===== config.mk =====
export PLATFORM = sky130hd
export DESIGN_NAME = mips_fetch_queue
export DESIGN_NICKNAME = d
export VERILOG_FILES = /design/src/rtl/mips_fetch_queue.sv
export SDC_FILE = /design/constraint.sdc
export NUM_CORES = 1
export LEC_CHECK = 0
export ABC_AREA = 1
export CAP_MARGIN = 20
export CORE_MARGIN = 4
export CORE_UTILIZATION = 57
export CTS_CLUSTER_SIZE = 10
export DETAILED_ROUTE_END_ITERATION = 12
export PLACE_DENSITY = 0.8
export SYNTH_ARGS = -nofsm -noshare
export SYNTH_HDL_FRONTEND = slang
export SYNTH_SLANG_ARGS = --single-unit

===== constraint.sdc =====
create_clock -name clk1 -period 6.06 [get_ports clk1]
set_input_delay 1.212 -clock clk1 [delete_from_list [all_inputs] [get_ports clk1]]
set_output_delay 1.212 -clock clk1 [all_outputs]
set_load 0.02 [all_outputs]

===== src/rtl/mips_fetch_queue.sv =====
// Instruction fetch unit with a small in-order instruction queue toward decode.
// Keeps at most one memory request in flight; redirects flush the queue and drop stale responses.
module mips_fetch_queue #(
    parameter int          DEPTH    = 4,
    parameter logic [31:0] RESET_PC = 32'h0
) (
    input  logic                   clk1,
    input  logic                   rst,
    output logic                   imem_req,
    output logic [31:0]            imem_addr,
    input  logic                   imem_ready,
    input  logic                   imem_rvalid,
    input  logic [31:0]            imem_rdata,
    input  logic                   redirect_valid,
    input  logic [31:0]            redirect_pc,
    output logic                   id_valid,
    output logic [31:0]            id_instr,
    output logic [31:0]            id_npc,
    input  logic                   id_ready,
    output logic [$clog2(DEPTH):0] q_count
);

    localparam int            PW     = $clog2(DEPTH);
    localparam logic [PW:0]   FULL   = (PW+1)'(DEPTH);
    localparam logic [5:0]    OP_HLT = 6'b111111;

    localparam logic [1:0] FETCH  = 2'd0;
    localparam logic [1:0] WAIT   = 2'd1;
    localparam logic [1:0] HALTED = 2'd2;

    logic [1:0]    state;
    logic          discard;
    logic [31:0]   fetch_pc;
    logic [31:0]   req_pc;
    logic [PW-1:0] head;
    logic [PW-1:0] tail;
    logic [31:0]   q_instr [DEPTH];
    logic [31:0]   q_npc   [DEPTH];
    logic [31:0]   hold_instr;
    logic [31:0]   hold_npc;

    logic accept;
    logic push;
    logic pop;
    logic is_hlt;

    // A pending discard means a stale request is still in flight, so no new one may go out.
    assign imem_req  = (state == FETCH) && !discard && (q_count < FULL);
    assign imem_addr = fetch_pc;

    assign id_valid = (q_count != '0);
    assign id_instr = id_valid ? q_instr[head] : hold_instr;
    assign id_npc   = id_valid ? q_npc[head]   : hold_npc;

    always_comb begin
        accept = imem_req && imem_ready;
        push   = imem_rvalid && (state == WAIT) && !redirect_valid;
        pop    = id_valid && id_ready && !redirect_valid;
        is_hlt = (imem_rdata[31:26] == OP_HLT);
    end

    always_ff @(posedge clk1) begin
        if (rst) begin
            fetch_pc   <= RESET_PC;
            req_pc     <= 32'h0;
            state      <= FETCH;
            discard    <= 1'b0;
            q_count    <= '0;
            head       <= '0;
            tail       <= '0;
            hold_instr <= 32'h0;
            hold_npc   <= 32'h0;
        end else begin
            hold_instr <= id_instr;
            hold_npc   <= id_npc;
            if (redirect_valid) begin
                fetch_pc <= redirect_pc;
                state    <= FETCH;
                q_count  <= '0;
                head     <= '0;
                tail     <= '0;
                // A response landing in this very cycle retires the in-flight request.
                discard  <= accept
                            || ((state == WAIT) && !imem_rvalid)
                            || (discard && !imem_rvalid);
            end else begin
                if (accept) begin
                    req_pc   <= fetch_pc;
                    fetch_pc <= fetch_pc + 32'd1;
                    state    <= WAIT;
                end
                if (discard && imem_rvalid) begin
                    discard <= 1'b0;
                end
                if (push) begin
                    tail  <= tail + 1'b1;
                    state <= is_hlt ? HALTED : FETCH;
                end
                if (pop) begin
                    head <= head + 1'b1;
                end
                case ({push, pop})
                    2'b10:   q_count <= q_count + 1'b1;
                    2'b01:   q_count <= q_count - 1'b1;
                    default: ;
                endcase
            end
        end
    end

    always_ff @(posedge clk1) begin
        if (!rst && push) begin
            q_instr[tail] <= imem_rdata;
            q_npc[tail]   <= req_pc + 32'd1;
        end
    end

endmodule


======== Yosys cells after proc, flatten, opt, wreduce, memory -nomap -nowiden ========
Memory sizes are Yosys's and may differ from the RTL's. A register that Yosys moved wholly into a read port is not among the register bits.
Index checks and enable logic that the tools add are counted.
word-level totals
  logic and storage cells ................. 64
  RAM bits ................................ 256
  input bits .............................. 70
  output and inout port bits .............. 101
  flip-flop bits (word level) ............. 138
  memories kept ........................... 2
memories
  name     words  width  rd ports  clocked after Yosys merged registers in  write ports  RTL line  text
  q_instr  4      32     1         1                                        1            37        logic [31:0] q_instr [DEPTH];
  q_npc    4      32     1         1                                        1            38        logic [31:0] q_npc [DEPTH];
cells by class
  bitwise operators ....................... 1
  add/sub/neg operators ................... 6
  eq/ne operators ......................... 4
  magnitude comparators ................... 1
  reductions and logical operators ........ 25
  mux-type cells .......................... 16
operators with widths
  cell                     number
  $mux W32                 4
  $add A32 B1 Y32 const B  2
  $mux W2                  7
  $logic_and A1 B1 Y1      11
  $reduce_bool A2 Y1       4
  $eq A6 B6 Y1 const B     1
  $pmux W3 S2              1
  $add A2 B1 Y2 const B    2
  $eq A2 B1 Y1 const B     2
  $logic_not A1 Y1         4
  $mux W1                  4
  $add A3 B1 Y3 const B    1
  $lt A3 B3 Y1 const B     1
  $reduce_bool A3 Y1       1
  $sub A3 B1 Y3 const B    1
  $eq A2 B2 Y1 const B     1
  $logic_not A2 Y1         1
  $logic_or A1 B1 Y1       2
  $reduce_and A2 Y1        1
  $reduce_or A2 Y1         1
  $not A1 Y1               1

======== Longest topological paths before layout ========
  depth in word-level cells ............... 7
  gate-level depth with buffers ........... 11
  depth with buffers taken out ............ 11

======== Worst setup path after synthesis ========
Ideal clock, no wire load.
  path kind ............................... input to register
  from .................................... in redirect_valid
  to ...................................... mem q_instr[0][0] (enable)
  stages .................................. 4
  data arrival time ....................... 4331 ps
  required time ........................... 5574 ps
  buffers on the path ..................... 1
  setup slack ............................. 1243 ps
  setup time .............................. 486 ps
  path through ............................ buf_2 nor2_1 nand2_1 nor2_1
on the way
  cells in the longest elaborated chain, start to end .. 5
ends and longest elaborated chain
  item                           RTL line  text
  start: declaration             14        input logic redirect_valid,
  $logic_not A1 Y1               57        push = imem_rvalid && (state == WAIT) && !redirect_valid;
  $logic_and A1 B1 Y1            57
  $logic_and A1 B1 Y1            112       if (!rst && push) begin
  $mux W1                        112
  $mux W1 (implied by the code)  113       q_instr[tail] <= imem_rdata;
  end: declaration               37
Every way passes these cells.

==> impl_metrics.tcl <==
set metrics [dict create \
    drive_gt1_share_pct 5.16 \
    ys.flop_type "edfxtp_1" \
    routabilityCongestion 0.901 \
    cts_num_sinks 396 \
    wl_per_cell_um 17.3 \
    root_buffer "clkbuf_16" \
    post-cts-setup-buffers 0 \
    synth_edf_count 256 \
    power_uw 5690 \
    leakage_uw 0.00731 \
    drc 0 \
    grt_pass1_wl_um 62700 \
    clockBufferDepth 3 \
    initial_utilization_pct 58.1 \
    cp_max_fo 89 \
    crit_path_frequent_cell "nand2_1" \
    dpl.hpwl_um 24500 \
    ant_nets 0 \
    setup_ws_ns 1.38 \
    worst-path-buf-inv 3 \
    finalCritPeriodShare_pct 77.3 \
    setup_violations 0 \
    vias 12800 \
    synthesis.nets 1795 \
    clk_latency_ns 0.56 \
    setup-tns-final_ns 0 \
    slew_headroom_pct 37.1 \
    r2r-start "q_count[2]" \
    routed_via_density 5.60 \
    worstMarginPinSlew_ns 0.943 \
    core_um2 28900 \
    synth_top_area_share_pct 45.9 \
    crit_path_end_kind "output port" \
    power.density_nw_per_um2 284 \
    syn_area_um2 16800 \
    antenna_found_initial 2 \
    grtUsageTotal_pct 23.5 \
    nNetsFinal 1940 \
    synthTopCellsByArea "edfxtp_1 46%, dfxtp_1 17%, nand2_1 8.6%" \
    async_flop_share_pct 0 \
    layout.cells.non_filler 2282 \
    yosysSeqAreaShare_pct 62.6 \
    worstPathArrival_ns 3.47 \
    postCtsResizedCells 0 \
    place_ws_ns 2.01 \
    cts.reportedPaths.clkPinSlew_ns 0.05 \
    dieWidth_um 179 \
    worstPathCellList "inv_4 -> buf_4 -> nor2_1 -> o32ai_1 -> nand2_1 -> nand2_1 -> clkdlybuf4s50_1" \
    drt_iter0_markers 1174 \
    crit_end "id_instr[18]" \
    htree_levels 2 \
    ioPinCount 171 \
    cp_slowest_cell "inv_4" \
    std_cell_rows 62 \
    r2r-end "q_count[2]" \
    grt_overflow_total 0 \
    period_minus_slack_ns 4.68 \
    syn_avg_cell_area_um2 9.76 \
    worstHoldPathType "reg2reg" \
    status "finished clean" \
    die_area_um2 32200 \
    grt_pass1_vias 12500 \
    numCtsBuffers 45 \
    crit_type "reg2out" \
    hold-worst-slack_ns 0.468 \
    worstSetupStartpointType "flop" \
    rr_worst_depth 11 \
    yosys.area.top_type "edfxtp_1" \
    chipHeight_um 179 \
    skew_ns 0.0139 \
    worst_ep_required_time_ns 4.85 \
    yosysWarnings 0 \
    place.detailed.instances 2198 \
    ff2ff_setup_slack_ns 3.23 \
    routed_wl_um 39600 \
    grt_max_degree 118 \
    cts_tree "built" \
    cp.depth 7 \
    clock.fmax_mhz 214 \
    maxSlewViolCount 0 \
    dr.pass1.iters 8 \
    ctsHoldBuffers 0 \
    maxCapViolations 0 \
    area_delta_synth_final_pct 19.5 \
    yosysUniqueCellTypes 36 \
    crit_family "buffers and inverters" \
    num_antenna_cells 0 \
    cpPeakStageDelay_ns 0.66 \
    syn_inst 1717 \
    rsz0062_at_grt "false" \
    portBuffers 170 \
    peakVddDrop_mv 0.189 \
    finalHoldViolations 0 \
    synth_seq_cells 396 \
]
-- metal layers --
| layer | track usage (%) | vias up | part of all wire, % |
|---|---|---|---|
| met5 | 0 | - | 0.071 |
| met4 | 6.40 | 4 | 2.0 |
| met3 | 4.24 | 73 | 6.3 |
| met2 | 40.0 | 472 | 48 |
| met1 | 31.2 | 6076 | 43 |
| li1 | - | 6153 | - |
-- cells in the mapped netlist, types with 2 or more instances --
cell type	number
nor3_1	22
a211oi_1	6
xor2_1	27
dfxtp_1	140
inv_1	99
nand3_1	51
nand3_2	3
nand2_1	382
ha_1	7
clkinv_1	2
inv_2	4
nand2_2	3
o21ai_0	110
a31oi_1	6
o32ai_1	64
edfxtp_1	256
nand3b_1	4
buf_4	9
nor2_4	5
nor2_2	6
buf_6	7
nor3_2	2
a211oi_2	3
nand4_1	17
nor2_1	301
xnor2_1	11
clkbuf_1	35
nor4_1	2
buf_2	33
a21oi_1	94
-- metrics by stage --
step	utilization, %	cell area, um2
global placement	64.7	18700
CTS	69.3	20000
global route	69.4	20000
floorplan	-	16800
detailed placement	64.7	18700
finish	69.4	20000
-- area by class of cell --
type / instances / area [um2]
multi-input combinational: 1130 / 5450
timing repair buffer: 184 / 1870
inverter: 105 / 397
fill: 2080 / 8830
sequential: 396 / 10500
tap: 384 / 480
clock buffer: 79 / 1250
clock inverter: 4 / 71.3
-- power breakdown --
part / switching (uW) / internal (uW) / leakage (uW)
clock: 1040 / 1410 / 0.000627
combinational: 171 / 118 / 0.00324
sequential: 42.8 / 2910 / 0.00345
-- flip-flops by register name (all words and copies together) (netlist names), named ones only --
name        count
head            2
state           2
discard         1
q_count         3
tail            2
hold_instr     32
req_pc         32
q_instr       128
q_npc         128
imem_addr      32
hold_npc       32
-- logic make-up after synthesis --
group	count (synthesis)	synth area share (%)
buffers and inverters	191	5.05
DFF	396	62.6
AOI/OAI and AO/OA	285	10.2
xor gates and xnor gates	38	1.99
and+or+nand+nor	799	19.5
adders and majority gates	8	0.642
-- cells in the final DEF, fill, tap and decap left out, drive strengths merged --
cell and n:
clkdlybuf4s50 169, buf 15, clkinv 5, edfxtp 256
nand2 385, xnor2 11, xor2 27, o21ai 111
nor3 24, o32ai 64, inv 104, nor4 2
clkbuf 79, fa 1, a211oi 9, o21a 1
dfxtp 140, a21oi 94, a31oi 6, nand3 54
nor2 312, nand3b 4, ha 7, nand4 18
-- tightest hold or removal path: cells and delay by family, from the launching register on --
family | cells | cell delay, ns
flops | 1 | 0.29
buf+inv | 1 | 0.06
compound gates | 1 | 0.07
-- worst min path at each step --
stage / startpoint / end / slack (ns) / cells past startpoint
final: head[1] / flop / 0.47 / 2
after global routing: hold_npc[20] / hold_npc[20] / 0.48 / 2
after floorplan: head[1] / flop / 0.44 / 2
after detailed placement: head[1] / flop / 0.46 / 2
after CTS: hold_npc[11] / hold_npc[11] / 0.47 / 2
after global placement: head[1] / flop / 0.44 / 2
(Power assumes the default switching activity.)
==> variant, RTL diff (same settings) <==
`hold_instr` and `hold_npc` no longer have a reset.
--- a/src/rtl/mips_fetch_queue.sv
+++ b/src/rtl/mips_fetch_queue.sv
@@ -70,7 +70,3 @@
             tail       <= '0;
-            hold_instr <= 32'h0;
-            hold_npc   <= 32'h0;
         end else begin
-            hold_instr <= id_instr;
-            hold_npc   <= id_npc;
             if (redirect_valid) begin
@@ -111,2 +107,7 @@
     always_ff @(posedge clk1) begin
+        hold_instr <= id_instr;
+        hold_npc   <= id_npc;
+    end
+
+    always_ff @(posedge clk1) begin
         if (!rst && push) begin
Behaviour: differs if rst is asserted again (counterexample within 4 cycles, from zero or initial values and one cycle with rst high); with rst held inactive, the same outputs for 4 cycles.
==> variant against the original RTL <==
  * Routed wire length down 6.1%
  * Count of clock-buffer cells in the layout down 3
  * Sequential share of layout area up 1.1 points
  * Design area down 2.1%
  * Setup slack worse by 48 ps
  * Non-clock buffer count up 1
  * Synthesized area down 2.4%
  * Sequential cell count unchanged
  * Critical endpoint is now id_npc[16]
  * Largest cell class unchanged
  * Clock skew up 2.6 ps
  * Highest routed layer is now met4
  * Register-to-register slack better by 40 ps
  * Synthesized cell count down 4.5%
Power is not compared: it rests on default switching activity, and its combinational part moved more than twofold at a synthesized area within 25%.
==> variant: results (changes against the original RTL) <==
| Metric | Value |
|---|---|
| Routed length on met2 | `17600 um (-7.7%)` |
| Met1 wire length | `16000 um (-6.7%)` |
| GPL Wtd Cong | `0.875 (-2.8%)` |
| Reg2reg path depth | `5 (-6)` |
| Avg Cell Area, Syn | `9.98 um^2 (+2.3%)` |
| Non-clk invs | `113 (+7.6%)` |
| Worst reg2reg startpoint | `state[0]` |
| Netlist cell types | `40 (+11%)` |
| Worst Hold Launch | `head[0]` |
| Worst-case register-to-register setup slack | `3270 ps (+40 ps)` |
| Status | `finished clean` |
| Most frequent cells after synthesis | `nor2_1, edfxtp_1, nand2_1` |
| Worst Skew | `16.4 ps (+2.55 ps)` |
| Critical Path AT | `3520 ps (+50 ps)` |
| Rel. slew slack | `28.1% (-9.0 points)` |
| Worst r2r dst | `q_npc[0][13]` |
| Placed insts | `2125 (-3.3%)` |
| Register area share after synthesis | `64.1% (+1.5 points)` |
| DRT Pass-1 Iters | `6 (-2)` |
| Die X | `177 um (-1.1%)` |
| Multi-input gates | `1053 (-6.8%)` |
| Non-Filler Instances | `2203 (-3.5%)` |
| DPL Wire Length | `23000 um (-6.0%)` |
| Worst path max stage delay | `860 ps (+200 ps)` |
| Buffer share of cell area | `9.26% (-0.10 points)` |
| Met3 WL | `2590 um (+4.7%)` |
| Clock-cell share of area | `6.63% (+0.015 points)` |
| Gr usage total | `23.5% (+0.039 points)` |
| Nets@finish | `1872 (-3.5%)` |
| Pre-CTS setup slack | `1440 ps (-579 ps)` |
| Crit path max fanout | `93 (+4.5%)` |
| Non-Clock Buffer Count | `185 (+0.54%)` |
| Largest cells by area after synthesis | `edfxtp_1, dfxtp_1, nor2_1` |
| Setup Fix Bufs, Post-CTS | `0 (unchanged)` |
| Seq/total area | `53.5% (+1.1 points)` |
| Clkbuf count | `76 (-3.8%)` |
| Global-route wire length before repair | `59700 um (-4.8%)` |
| 1st-iter DRT viols | `913 (-22%)` |
| Synth Net Count | `1717 (-4.3%)` |
| Filler cells | `1976 (-5.0%)` |
| Placement-stage cell area | `18300 um^2 (-2.0%)` |
| Vias | `12100 (-5.3%)` |
| Slowest CP cell | `buf_4` |
| Area of the multi-input gates | `5090 um^2 (-6.6%)` |
| Worst hold path depth | `1 (-1)` |
| Reg area | `10500 um^2 (about the same)` |
| Largest net degree at the start of global routing | `94 (-20%)` |
| Avg WL per Cell | `16.9 um (-2.7%)` |
| Initial antenna violation count | `0 (-2)` |
| DR top layer | `met4` |
| Share of layout cells above drive strength 1 | `6.14% (+0.97 points)` |
| Skew-Pair Late Insertion Delay | `530 ps (-30 ps)` |
| Hold WS | `483 ps (+15.2 ps)` |
variant: cell families after synthesis:
group | Yosys count | share of synthesized area, %
buffers and inverters | 190 | 4.93
xor gates and xnor gates | 37 | 1.98
and+or+nand+nor | 721 | 18.8
AOI/OAI and AO/OA | 287 | 9.54
adders and majority gates | 8 | 0.658
DFF | 396 | 64.1
variant: how the worst max path moves through the flow:
stage / start / to / slack (ps) / cells after the start
after floorplan: redirect_valid / q_instr[0][0] / 1000 / 5
after global placement: redirect_valid / q_npc[0][8] / 1580 / 5
after detailed placement: redirect_valid / q_npc[0][7] / 1440 / 5
after CTS: flip-flop / id_npc[16] / 1350 / 6
after global routing: flip-flop / id_npc[16] / 1120 / 6
final: flip-flop / id_npc[16] / 1330 / 6
variant: per-layer routing:
layer | vias to the layer above | GRT usage [%]
li1 | 5882 | -
met1 | 5683 | 31.8
met2 | 470 | 39.1
met3 | 70 | 4.03
met4 | 0 | 7.28
met5 | - | 0
